## src/rtl/sp_unit.sv

```systemverilog
// rtl/sp_unit.sv - parametrised stack/frame pointer unit with bounds checking
// Stack grows down inside [STACK_LIMIT, STACK_TOP]; rejected ops leave SP untouched and raise sticky faults.
module sp_unit #(
  parameter int unsigned ADDR_WIDTH  = 14,
  parameter int unsigned STEP_WIDTH  = 3,
  parameter int unsigned STACK_TOP   = (1 << ADDR_WIDTH) - 1,
  parameter int unsigned STACK_LIMIT = (1 << ADDR_WIDTH) - 256
) (
  input  logic                  clk,
  input  logic                  rst_async,
  input  logic [2:0]            sp_op,
  input  logic [STEP_WIDTH-1:0] sp_amount,
  input  logic [ADDR_WIDTH-1:0] sp_load_value,
  input  logic                  fault_clear,
  output logic [ADDR_WIDTH-1:0] sp_addr,
  output logic [ADDR_WIDTH-1:0] fp_addr,
  output logic [ADDR_WIDTH-1:0] sp_depth,
  output logic [ADDR_WIDTH-1:0] sp_watermark,
  output logic                  overflow,
  output logic                  underflow,
  output logic                  op_rejected
);

  if (STACK_LIMIT >= STACK_TOP) begin : g_bad_window
    $error("sp_unit: STACK_LIMIT must be below STACK_TOP");
  end

  localparam logic [2:0] OP_PUSH       = 3'd1;
  localparam logic [2:0] OP_POP        = 3'd2;
  localparam logic [2:0] OP_LOAD       = 3'd3;
  localparam logic [2:0] OP_SET_FP     = 3'd4;
  localparam logic [2:0] OP_RESTORE_SP = 3'd5;

  localparam logic [ADDR_WIDTH-1:0] TOP_A   = ADDR_WIDTH'(STACK_TOP);
  localparam logic [ADDR_WIDTH:0]   TOP_X   = (ADDR_WIDTH+1)'(STACK_TOP);
  localparam logic [ADDR_WIDTH:0]   LIMIT_X = (ADDR_WIDTH+1)'(STACK_LIMIT);

  logic [ADDR_WIDTH:0]   sp_ext, amt_ext, load_ext, push_val, pop_val;
  logic [ADDR_WIDTH-1:0] sp_next, fp_next, wm_next;
  logic                  rej_ovf, rej_unf;

  // One extra bit keeps the compares free of wrap-around; the push test is
  // phrased as sp >= limit + amount so it cannot borrow below zero.
  assign sp_ext   = {1'b0, sp_addr};
  assign amt_ext  = {{(ADDR_WIDTH+1-STEP_WIDTH){1'b0}}, sp_amount};
  assign load_ext = {1'b0, sp_load_value};
  assign push_val = sp_ext - amt_ext;
  assign pop_val  = sp_ext + amt_ext;

  always_comb begin
    sp_next = sp_addr;
    fp_next = fp_addr;
    rej_ovf = 1'b0;
    rej_unf = 1'b0;
    case (sp_op)
      OP_PUSH: begin
        if (sp_ext >= LIMIT_X + amt_ext) sp_next = push_val[ADDR_WIDTH-1:0];
        else                             rej_ovf = 1'b1;
      end
      OP_POP: begin
        if (pop_val <= TOP_X) sp_next = pop_val[ADDR_WIDTH-1:0];
        else                  rej_unf = 1'b1;
      end
      OP_LOAD: begin
        if (load_ext < LIMIT_X)     rej_ovf = 1'b1;
        else if (load_ext > TOP_X)  rej_unf = 1'b1;
        else                        sp_next = sp_load_value;
      end
      OP_SET_FP:     fp_next = sp_addr;
      OP_RESTORE_SP: sp_next = fp_addr;
      default: ;
    endcase
  end

  always_comb begin
    wm_next = sp_watermark;
    if (fault_clear || (sp_next < sp_watermark)) wm_next = sp_next;
  end

  assign sp_depth = TOP_A - sp_addr;

  always_ff @(posedge clk or posedge rst_async) begin
    if (rst_async) begin
      sp_addr      <= TOP_A;
      fp_addr      <= TOP_A;
      sp_watermark <= TOP_A;
      overflow     <= 1'b0;
      underflow    <= 1'b0;
      op_rejected  <= 1'b0;
    end else begin
      sp_addr      <= sp_next;
      fp_addr      <= fp_next;
      sp_watermark <= wm_next;
      // A fault raised alongside fault_clear wins.
      overflow     <= rej_ovf | (overflow & ~fault_clear);
      underflow    <= rej_unf | (underflow & ~fault_clear);
      op_rejected  <= rej_ovf | rej_unf;
    end
  end

endmodule

```

## config.mk

```make
export PLATFORM = sky130hd
export DESIGN_NAME = sp_unit
export DESIGN_NICKNAME = d
export VERILOG_FILES = /design/src/rtl/sp_unit.sv
export SDC_FILE = /design/constraint.sdc
export NUM_CORES = 1
export LEC_CHECK = 0
export ABC_AREA = 1
export ABC_CLOCK_PERIOD_IN_PS = 3800
export CELL_PAD_IN_SITES_DETAIL_PLACEMENT = 2
export CELL_PAD_IN_SITES_GLOBAL_PLACEMENT = 2
export CORE_ASPECT_RATIO = 1.25
export CORE_MARGIN = 1
export CORE_UTILIZATION = 27
export CTS_CLUSTER_SIZE = 14
export DETAILED_ROUTE_END_ITERATION = 7
export PLACE_DENSITY_LB_ADDON = 0.08
export REMOVE_ABC_BUFFERS = 1
export SYNTH_ARGS = -nofsm -noshare
export SYNTH_HDL_FRONTEND = slang
export SYNTH_SLANG_ARGS = --single-unit
```

## constraint.sdc

```tcl
create_clock -name clk -period 3.8 [get_ports clk]
set_clock_uncertainty 0.05 [all_clocks]
set_input_delay 0.76 -clock clk [delete_from_list [all_inputs] [get_ports clk]]
set_output_delay 0.76 -clock clk [all_outputs]
set_load 0.05 [all_outputs]
```

==> results.txt <==
----------------------------------------------------
[Run status]
  Outcome ... finished, final reports clean

[Clocking]
  Clock input transition at the sequential cells of the worst setup and hold paths ... approximately 0.07 ns
  Clock root cell ... clkbuf_16
  Clock tree from TritonCTS ... yes
  Number of buffers inserted during clock tree synthesis ... 5
  Clock tree sinks ... 45
  Clock latency reported for the late side of the worst-skew pair ... 0.30 ns
  Maximum buffer depth of the clock tree ... 2
  Depth of the CTS H-tree ... 2

[Global routing]
  Maximum number of pins on one net before global-route repair ... 46
  Number of antenna violations at the first check in global routing ... 0
  First-pass GRT wire length ... between 20000 and 25000 µm
  Total gr overflow ... 0
  Vias in the first global route ... 4280
  Aggregate global-route resource usage ... about a quarter

[Setup path]
  Critical path, cell by cell ... dlygate4sd2_1 > inv_2 > ha_4 > buf_4 > nand2_1 > nor2_1 > nor2_1 > nand2_2 > nand2_4 > inv_4 > nand3_2 > nor3_2 > o21ai_2 > a22oi_2 > ha_4 > a21oi_2 > nor2_1 > a211oi_2 > o221a_2 > nand2_4 > buf_12 > nand2_8 > nand2_2 > nand2_1
  Reg2Reg Launch Point ... sp_addr[0]
  CP Data Arrival Time ... 3.97 ns
  Max Fanout on Critical Path ... 7
  Launching element type of the critical path ... primary input
  R2r endpoint ... sp_watermark[4]
  Worst R2R Path Depth ... 24
  Worst EP required ... between 3 and 4 ns
  Crit-path most repeated cell ... nor2_1
  Minimum setup slack among reg-to-reg paths ... 0.04 ns
  Kind of end point of the critical path ... flip-flop
  Slowest cell on crit path ... ha_4
  Delay contributed by the slowest stage of the critical path ... approximately 0.28 ns
  Crit path kind ... in2reg

[Power]
  Peak ir drop on the vdd network ... 0.000422 V
  Lkg Pwr ... 2.38 nW
  Cell Pwr Density ... 723 mW/mm²
  Power, Total ... 3.86 mW

[Place]
  Pre-CTS worst setup slack ... -0.843 ns
  Final weighted congestion in routability-driven placement ... 0.842
  Half-perimeter wire length of the detailed placement result ... 10700 µm
  Port buffer count ... 81

[Hold path]
  Type of the tightest min-delay check ... reg2reg
  Endpoint, Worst Hold ... underflow
  Hold Path Origin ... underflow
  Number of cells on the worst hold path ... 2

[Route]
  Wire length per cell ... 19.2 µm
  First-iteration detailed-routing DRC count ... approximately 110
  Drt drc ... 0
  Total vias in the final route ... between 3k and 4k
  Via-per-instance ratio ... 5.02
  Drt total wl ... 14700 µm
  Detail Route Antenna Nets ... 0
  Number of detailed-routing iterations run before antenna repair ... 4

[STA]
  Final hold vios ... 0
  Final worst-path setup slack ... 0.0160 ns
  Slew at the pin closest to its max-slew limit ... 1.02 ns
  Fin. max-slew vios ... 0
  Final period demand of the worst path ... 3.78 ns
  Setup repair after global routing missed its margin ... true
  Min Hold Slack ... 0.442 ns
  Share of the clock period used by the worst path after layout ... 99.6%
  Setup violators final ... 0
  Slew Limit Headroom ... 32.2%
  Maximum operating frequency ... 264 MHz

[Floorplanning]
  Die outline height ... 125 µm
  Starting utilization of the core area ... 28.0%
  Core area ... 0.0117 mm²
  Top-level port count ... 82
  Die X-Extent ... 101 µm
  Row count ... between 40 and 50
  DIE AREA ... 0.0126 mm²

[Layout]
  Number of antenna cells inserted ... 0
  Share of post-route cells with drive strength above 1 ... a little under two fifths
  Final Core Density ... between 40 and 50%
  Highest-count cells in the layout ignoring fill and taps ... nand2_1, buf_4, clkdlybuf4s50_1
  Most common cell after layout, fill and taps aside ... nand2_1
  Number of nets in the layout ... 645
  Area grow syn2layout ... 62.5%

[Logic synthesis]
  Unique cell type count in the Yosys netlist ... 41
  Instance count of the mapped netlist ... 448
  Post-Synthesis Cell Area ... 0.00328 mm²
  Number of synthesized register bits ... 45
  Synthesis warning total ... 0
  Syn avg cell area ... 7.32 µm²
  Sequential share of the synthesized area ... between 30% and 40%

[Job]
  Number of maximum-capacitance constraint violations ... 0

----------------------------------------------------
==> report_power, final <==
| part | internal (mW) | switching, mW |
|---|---|---|
| combinational | 0.926 | 1.47 |
| sequential | 0.730 | 0.184 |
| clock | 0.316 | 0.226 |
| total | 1.97 | 1.88 |
==> per-stage QoR <==
stage	std cells	TNS, ns	area [µm²]
floorplan	430	-1.79	3180
global placement	737	-8.40	4690
detailed placement	737	-11.68	4690
CTS	759	0	5170
global route	763	-3.36	5330
finish	763	0	5330
==> worst max-delay path, delay by kind of cell <==
family	cells	cell delay, ns
AND/OR/NAND/NOR	12	1.08
AO/OA/AOI/OAI	5	0.95
buffers and inverters	5	0.67
adder cells (fa/ha/maj)	2	0.53
==> registers in the layout (all words and copies together) (netlist names) <==
name,cells
sp_watermark,14
op_rejected,1
underflow,1
sp_addr,14
fp_addr,14
overflow,1
==> area by class of cell <==
type	count	area, µm²
well taps	161	201
clock buffers	5	125
flip-flops and latches	45	1180
clock inverters	3	47.5
repair buffers	163	1470
multi-input cells	322	2060
inverters	64	245
fillers	1325	6400
==> cells by family (layout without fill, tap and decap cells) <==
group,Yosys count,in the layout,share of synthesized area (%)
adders and majority gates,21,21,8.47
xor gates and xnor gates,3,3,0.801
AOI/OAI and AO/OA,92,92,16.4
DFF,45,45,35.9
and+or+nand+nor,205,206,28.0
buffers and inverters,82,235,10.4
==> cells in the mapped netlist (all sizes together) <==
library cell,instances,area share (%)
a21boi,1,0.23
clkbuf,8,0.95
or2,2,0.38
nor3,9,1.4
nor4,2,0.38
nand3,38,6.3
nand2,115,14
nor2,33,4.2
a31oi,2,0.38
xnor2,1,0.27
o21ai,36,5.5
ha,19,7.2
a221oi,2,0.53
a221o,1,0.31
a41oi,1,0.27
clkinv,1,0.11
nand4,5,0.95
dfrtp,3,2.3
o22ai,1,0.19
a211oi,8,1.8
a32oi,3,0.80
o311ai,1,0.27
nand3b,1,0.23
xor2,2,0.53
a22oi,4,0.92
dfstp,42,34
a21oi,31,4.8
inv,63,7.2
fa,2,1.2
buf,10,2.1
o221a,1,0.34
==> per-layer routing <==
metal  part of all wire [%]  GRT usage, %
met1                     43          28.8
met2                     51          41.6
met3                    3.1          3.24
met4                    2.2          8.10
met5                      0             0
==> repair_timing <==
item | CTS | global route
hold endpoints to repair | 0 | 0
cloned | 2 | 0
pin swaps | 27 | 22
buffers inserted | 12 | 4
resized for setup | 55 | 36
hold buffers | 0 | 0
setup endpoints to repair | 14 | 14
==> how the worst max path moves through the flow <==
| stage | from | to |
|---|---|---|
| after floorplan | sp_addr[1] | sp_watermark[1] |
| after global placement | sp_amount[0] | sp_watermark[9] |
| after detailed placement | sp_amount[1] | sp_watermark[11] |
| after CTS | sp_addr[0] | sp_watermark[2] |
| after global routing | sp_amount[2] | sp_watermark[4] |
| final | sp_amount[2] | sp_watermark[4] |
No activity file was read; power rests on OpenSTA's default activity.
